==> src/rtl/ula_pkg.sv <==
// Shared opcode constants, sequencer state encoding and opcode helpers for the
// ULA arbiter.
package ula_pkg;

    localparam logic [3:0] OP_NOP  = 4'b0000;
    localparam logic [3:0] OP_ADD  = 4'b0100;
    localparam logic [3:0] OP_SUB  = 4'b0101;
    localparam logic [3:0] OP_MULT = 4'b0110;
    localparam logic [3:0] OP_DIV  = 4'b0111;
    localparam logic [3:0] OP_BEQ  = 4'b1100;

    typedef enum logic [1:0] {
        LIVRE   = 2'd0,
        EXECUTA = 2'd1,
        CONCLUI = 2'd2
    } estado_t;

    // Multiply and divide are the long ULA paths that get extra hold cycles.
    function automatic logic eh_multdiv(input logic [3:0] op);
        return (op == OP_MULT) || (op == OP_DIV);
    endfunction

endpackage

==> src/rtl/arbitro_ula.sv <==
// Round-robin arbiter/sequencer sharing one combinational ULA between two
// requesters; operands and results are registered on both sides of the ULA.
module arbitro_ula
    import ula_pkg::*;
#(
    parameter int LARGURA        = 32,
    parameter int CICLOS_MULTDIV = 2
) (
    input  logic               clock,
    input  logic               reset,
    input  logic               req_0,
    input  logic               req_1,
    input  logic [3:0]         controle_0,
    input  logic [3:0]         controle_1,
    input  logic [LARGURA-1:0] dado1_0,
    input  logic [LARGURA-1:0] dado1_1,
    input  logic [LARGURA-1:0] dado2_0,
    input  logic [LARGURA-1:0] dado2_1,
    input  logic [4:0]         shamt_0,
    input  logic [4:0]         shamt_1,
    output logic [LARGURA-1:0] ula_dado_1,
    output logic [LARGURA-1:0] ula_dado_ULA,
    output logic [4:0]         ula_shamt,
    output logic [3:0]         ula_controle,
    input  logic [LARGURA-1:0] ula_resultado,
    input  logic               ula_zero,
    output logic               ack_0,
    output logic               ack_1,
    output logic [LARGURA-1:0] resultado,
    output logic               zero,
    output logic               ocupado
);

    localparam logic [3:0] CNT_MULTDIV = 4'(CICLOS_MULTDIV);

    estado_t            estado_q, estado_d;
    logic               ptr_q, ptr_d;
    logic               gnt_q, gnt_d;
    logic [3:0]         cnt_q, cnt_d;
    logic [LARGURA-1:0] dado1_q, dado1_d;
    logic [LARGURA-1:0] dado2_q, dado2_d;
    logic [4:0]         shamt_q, shamt_d;
    logic [3:0]         controle_q, controle_d;
    logic [LARGURA-1:0] resultado_q, resultado_d;
    logic               zero_q, zero_d;
    logic [1:0]         ack_q, ack_d;

    // Round-robin pick: ptr only matters when both requesters contend.
    logic               sel;
    logic [3:0]         op_sel;
    assign sel    = (req_0 && req_1) ? ptr_q : req_1;
    assign op_sel = sel ? controle_1 : controle_0;

    always_comb begin
        // NOTE: every next-state signal gets a default first so no path
        // through the case below can infer a latch.
        estado_d    = estado_q;
        ptr_d       = ptr_q;
        gnt_d       = gnt_q;
        cnt_d       = cnt_q;
        dado1_d     = dado1_q;
        dado2_d     = dado2_q;
        shamt_d     = shamt_q;
        controle_d  = controle_q;
        resultado_d = resultado_q;
        zero_d      = zero_q;
        ack_d       = 2'b00;

        case (estado_q)
            LIVRE: begin
                controle_d = OP_NOP;
                if (req_0 || req_1) begin
                    gnt_d      = sel;
                    controle_d = op_sel;
                    dado1_d    = sel ? dado1_1 : dado1_0;
                    dado2_d    = sel ? dado2_1 : dado2_0;
                    shamt_d    = sel ? shamt_1 : shamt_0;
                    cnt_d      = eh_multdiv(op_sel) ? CNT_MULTDIV : 4'd0;
                    estado_d   = EXECUTA;
                end
            end
            EXECUTA: begin
                if (cnt_q != 4'd0) begin
                    cnt_d = cnt_q - 4'd1;
                end else begin
                    resultado_d = ula_resultado;
                    zero_d      = ula_zero;
                    ack_d       = gnt_q ? 2'b10 : 2'b01;
                    estado_d    = CONCLUI;
                end
            end
            CONCLUI: begin
                ptr_d      = ~gnt_q;
                controle_d = OP_NOP;
                estado_d   = LIVRE;
            end
            default: estado_d = LIVRE;
        endcase
    end

    // NOTE: state registers use non-blocking assignments so every flop
    // samples the values computed before this edge.
    always_ff @(posedge clock or posedge reset) begin
        if (reset) begin
            estado_q    <= LIVRE;
            ptr_q       <= 1'b0;
            gnt_q       <= 1'b0;
            cnt_q       <= 4'd0;
            dado1_q     <= '0;
            dado2_q     <= '0;
            shamt_q     <= '0;
            controle_q  <= OP_NOP;
            resultado_q <= '0;
            zero_q      <= 1'b0;
            ack_q       <= 2'b00;
        end else begin
            estado_q    <= estado_d;
            ptr_q       <= ptr_d;
            gnt_q       <= gnt_d;
            cnt_q       <= cnt_d;
            dado1_q     <= dado1_d;
            dado2_q     <= dado2_d;
            shamt_q     <= shamt_d;
            controle_q  <= controle_d;
            resultado_q <= resultado_d;
            zero_q      <= zero_d;
            ack_q       <= ack_d;
        end
    end

    assign ula_dado_1   = dado1_q;
    assign ula_dado_ULA = dado2_q;
    assign ula_shamt    = shamt_q;
    assign ula_controle = controle_q;
    assign resultado    = resultado_q;
    assign zero         = zero_q;
    assign ack_0        = ack_q[0];
    assign ack_1        = ack_q[1];
    assign ocupado      = (estado_q != LIVRE);

endmodule

==> config.mk <==
export PLATFORM = sky130hd
export DESIGN_NAME = arbitro_ula
export DESIGN_NICKNAME = d
export VERILOG_FILES = /design/src/rtl/ula_pkg.sv /design/src/rtl/arbitro_ula.sv
export SDC_FILE = /design/constraint.sdc
export NUM_CORES = 1
export LEC_CHECK = 0
export BUFFER_PORTS_ARGS = -buffer_cell sky130_fd_sc_hd__buf_2
export CORE_MARGIN = 2
export CORE_UTILIZATION = 35
export CTS_CLUSTER_DIAMETER = 50
export DETAILED_ROUTE_END_ITERATION = 12
export GPL_ROUTABILITY_DRIVEN = 0
export HOLD_SLACK_MARGIN = 0.05
export PLACE_DENSITY = 0.66
export SLEW_MARGIN = 20
export SYNTH_ARGS = -nofsm -noshare
export SYNTH_HDL_FRONTEND = slang
export SYNTH_SLANG_ARGS = --single-unit
==> constraint.sdc <==
create_clock -name clock -period 4.86 [get_ports clock]
set_input_delay 0.972 -clock clock [delete_from_list [all_inputs] [get_ports clock]]
set_output_delay 0.972 -clock clock [all_outputs]
set_load 0.05 [all_outputs]
### Word level (Yosys, flattened, before mapping)

Index checks and enable logic that the tools add are counted.

* add/subtract/negate cells: 1
* equal/unequal tests: 7
* mux-type cells: 17
* bitwise logic cells: 2
* reductions and logical operators: 12

Operators with widths (count)
* $mux 32: 2
* $mux 4: 4
* $pmux 4 s2: 2
* $mux 2: 6
* $eq 4x3->1 const B: 2
* $ne 2x2->1 const B: 3
* $reduce_and 2->1: 3
* $reduce_bool 2->1: 3
* $mux 5: 1
* $pmux 2 s2: 1
* $reduce_bool 4->1: 1
* $sub 4x1->4 const B: 1
* $reduce_and 3->1: 1
* $eq 2x1->1 const B: 1
* $eq 2x2->1 const B: 1
* $logic_not 2->1: 1
* $logic_or 1x1->1: 2
* $not 1->1: 2
* $logic_and 1x1->1: 1
* $mux 1: 1

* bits in registers: 116
* input port bits: 183
* output and inout bits: 109
* logic and storage cells: 50

### Longest topological paths before layout

* word-level depth: 8
* gate-level depth with buffers: 8
* depth with buffers taken out: 6

### Least setup slack after synthesis

OpenSTA, ideal clock, no wires.

* path type: input port to flip-flop
* start point: input port req_0
* end point: register dado1_q[0], in the netlist ula_dado_1[0]
* setup time: 133 ps
* data arrival time: 1860 ps
* required time: 4727 ps
* slack: 2867 ps
* cell stages on the path: 6
* path buffers: 2
* path through: inv_1 -> o21ai_1 -> buf_4 -> buf_2 -> mux2i_1 -> o21ai_0

* longest elaborated chain between the ends: 3
* elaborated cells on any way between the ends: 5
* those cells by class: mux (2); reduce/logical (3)

RTL lines
* start: declaration: RTL line arbitro_ula.sv:11 `input logic req_0,`
* $logic_and 1x1->1: RTL line arbitro_ula.sv:51 `assign sel = (req_0 && req_1) ? ptr_q : req_1;`
* $mux 1: RTL line arbitro_ula.sv:51
* $mux 32: RTL line arbitro_ula.sv:75 `dado1_d = sel ? dado1_1 : dado1_0;`
* end signal: assignment: RTL line arbitro_ula.sv:121 `dado1_q <= dado1_d;`
* end: declaration: RTL line arbitro_ula.sv:40 `logic [LARGURA-1:0] dado1_q, dado1_d;`

Parallel ways exist; a longest one is shown, timed or not.
A chain may end at the register's enable or synchronous reset.

### Final worst setup path

* start point: register estado_q[0]
* end point: output port ocupado

* longest elaborated chain between the ends: 1

RTL lines
* start: declaration: RTL line arbitro_ula.sv:36 `estado_t estado_q, estado_d;`
* start signal: assignment: RTL line arbitro_ula.sv:117 `estado_q <= estado_d;`
* $reduce_bool 2->1: RTL line arbitro_ula.sv:139 `assign ocupado = (estado_q != LIVRE);`
* end: declaration: RTL line arbitro_ula.sv:31 `output logic ocupado`

No other way between the ends.

==> results.md <==
- Status: finished, final reports clean
- Pin slew with the least headroom to its limit: 0.6800 ns
- Max-cap violations: 0
- First-pass GRT wire length: 21.16 mm
- Largest net degree at the start of global routing: 85
- Placed cell count: 888
- Max-slew violations: 0
- Sw frac: 48.62%
- P_int: 3257 uW
- Vias post-DR: 4281
- Top cell type's share of synthesized area: 55.82%
- Slowest-stage cell, CP: dfrtp_1
- Critical path class: register to output port
- XOR/XNOR Fraction of Synth Area: 0%
- Pwr/cell area: 855.2 nW/um2
- Max_slew headroom: 54.67%
- Mean cell area of the mapped netlist: 11.93 um2
- Hold_buf cts: 0
- DRC marker count from the first detailed-route iteration: 209
- Required time of the critical path: 3.89 ns
- WHS Path Cells: 2
- Synth Register Bits: 116
- Post-DRT Antenna Nets: 0
- Worst-case clock buffer depth: 2
- Detailed Place HPWL: 10.09 mm
- Unrepaired setup endpoints after global routing: no
- CTS buffer count: 17
- Final Instance Area: 7412 um2
- Busiest layer in global routing: met2
- Vias in the first global route: 4411
- Die footprint: 15850 um2
- Met1 GRT Util: 19.15%
- Largest delay contributor family on the critical path: flip-flops
- Pleak: 0.004130 uW
- Largest family of logic cells by synthesized area: multiplexers
- Post-Syn Area: 5200 um2
- Nets@finish: 908
- Seq pwr share: 27.2%
- Die Wd: 125.9 um
- Mux cell area share after synthesis: 23.60%
- Peak Freq: 423.2 MHz
- Type of origin of the critical path: register
- CP Buf/Inv Count: 1
- Max FO, Critical Path: 10
- Post-Synth Adder-Cell Area: 0.4812%
- Post_cts resized: 0
- Met2 usage: 29.51%
- DRC viols: 0
- Worst path depth: 2
- Post-layout util: 51.00%
- Layout area overhead: 42.54%
- CTS tree: built
- Post-synthesis compound-gate area fraction: 8.422%
- Post-DP Area: 6779 um2
- Die Span Y: 125.9 um
- EDFF count, synth: 0
- Via/cell ratio: 4.653
- Layout cells sized above 1: 50.00%
- Crit path cell chain: or2_1 > buf_2
- Largest cells by area after synthesis: dfrtp_1 56%, mux2i_1 14%, mux2_4 8.1%
- Setup_tns: 0 ns
- Site row count: 44
- Mapped Cells: 436
- Core area: 14530 um2
- Post-synth ARST share: 100.0%
- Combinational share of power: 52.1%
- Area of the multi-input gates: 2087 um2
- Starting Density: 35.78%
- Drt wl/cell: 14.40 um
- Critical Path AT: 1.39 ns
- YS warnings: 0
- Clock root cell: clkbuf_16
- H-tree depth: 4
- Worst min-delay path class: register to register
- Final WL: 13.25 mm
- Simple-gate share of the synthesized area: 7.194%
- Cell taking the most area after synthesis: dfrtp_1
- GR Util All Layers: 16.83%
- # port buffers: 291
- Post-Layout Cell Count: 920
- Setup crit end kind: output port
- Distinct cells, synth: 27
- First-pass DRT Iterations: 4
- DP Worst Slack: 2.418 ns
- Mapped Nets: 621
- Clock Sinks: 116
- Top FF cell, synth: dfrtp_1
- Slowest stage delay, CP: 0.48 ns
- Post-synthesis sequential area ratio: 55.82%
- Layout fillers: 1327
- Diode count: 0
- Worst vdd ir: 0.3331 mV
- Sequential Area: 2903 um2
- NetSw: 3082 uW
- Met3 GRT Util: 5.055%
- Clock Power Share: 20.8%
- Setup Buffers After CTS: 0
- IO Pins: 292
- Setup ws final: 2.497 ns
- Reg2reg path depth: 5
- Clock Latency Late Sink: 0.41 ns
- Antenna violations before repair: 0
- Grt ovf: 0
- Final Cycle Share: 48.62%
- Final Hold Viols: 0
- Clock-pin slew on the worst setup and hold paths: 0.05 ns
- Fin crit period: 2.363 ns
- Clock Skew: 0.006464 ns
- Endpoints failing setup: 0
[sequential cells by signal (all words and copies together) (netlist names)]
signal,count
resultado,32
ptr_q,1
estado_q,2
ula_dado_1,32
cnt_q,4
ack_q,2
zero,1
gnt_q,1
ula_controle,4
ula_dado_ULA,32
ula_shamt,5
[power groups by stage]
stage | registers [uW] | clock network [uW] | logic, uW
2_1_floorplan | 3230 | 0 | 1080
3_3_place_gp | 1720 | 0 | 3230
3_5_place_dp | 1730 | 0 | 3330
4_1_cts | 1720 | 1350 | 3340
5_1_grt | 1780 | 1400 | 3510
6_report | 1720 | 1320 | 3300
[cells in the final DEF, fill, tap and decap left out, drive strengths merged, types with 4 or more instances in the layout]
master and instances:
buf 297, bufinv 4, clkbuf 19, clkinv 5, dfrtp 116, inv 7, mux2 33, mux2i 75
nand2 79, o21ai 77
[worst register-to-register path, delay by kind of cell, from the launching register on]
kind,cells,cell delay (ns)
multiplexers,1,0.47
adder cells (fa/ha/maj),1,0.14
buffers and inverters,1,0.10
AND/OR/NAND/NOR,2,0.83
flip-flops,1,0.40
[worst paths after layout]
check | from | to | slack (ns)
hold / removal | ula_dado_1[15]$_DFFE_PP0P_ | ula_dado_1[15]$_DFFE_PP0P_ | 0.47
max in group asynchronous | reset | resultado[14]$_DFFE_PP0P_ | 3.36
min in group asynchronous | reset | ula_dado_ULA[0]$_DFFE_PP0P_ | 0.58
setup / recovery | estado_q[0]$_DFFE_PP0P_ | ocupado | 2.50
setup reg to reg | cnt_q[0]$_DFFE_PP0P_ | resultado[21]$_DFFE_PP0P_ | 2.79
hold reg to reg | ula_dado_1[15]$_DFFE_PP0P_ | ula_dado_1[15]$_DFFE_PP0P_ | 0.47
[area by class of cell]
class | instances | share of cell area [%]
Clock inverter | 13 | 2.431
Inverter | 6 | 0.3376
Tap cell | 184 | 3.106
Clock buffer | 19 | 6.111
Timing Repair Buffer | 297 | 20.70
Sequential cell | 116 | 39.16
Multi-Input combinational cell | 285 | 28.16
[logic make-up (layout without fill, tap and decap cells)]
group,after synthesis,in the layout
buffers and inverters,35,335
AOI/OAI and AO/OA,84,84
DFF,116,116
adders and majority gates,2,2
and+or+nand+nor,91,91
muxes,108,108
[synthesized netlist by cell type, drive strengths merged, types with 2 or more instances]
| master | count |
|---|---|
| clkbuf | 7 |
| a21oi | 3 |
| o21ai | 77 |
| nor2 | 3 |
| inv | 6 |
| mux2 | 33 |
| buf | 22 |
| nand3 | 3 |
| nand2 | 79 |
| dfrtp | 116 |
| ha | 2 |
| mux2i | 75 |
| o21bai | 2 |
[per-layer routing]
| metal | up-vias | share of wire [%] |
|---|---|---|
| met5 | - | 0 |
| met4 | 0 | 1.9 |
| met3 | 18 | 7.4 |
| met2 | 187 | 51 |
| met1 | 1994 | 39 |
| li1 | 2082 | - |
[per-stage QoR]
step | power (uW) | hold WS [ns]
2_1_floorplan | 4310 | 0.4402
3_3_place_gp | 4948 | 0.4575
3_5_place_dp | 5060 | 0.4653
4_1_cts | 6413 | 0.4776
5_1_grt | 6691 | 0.4958
6_report | 6339 | 0.4717
(Power assumes the default switching activity.)
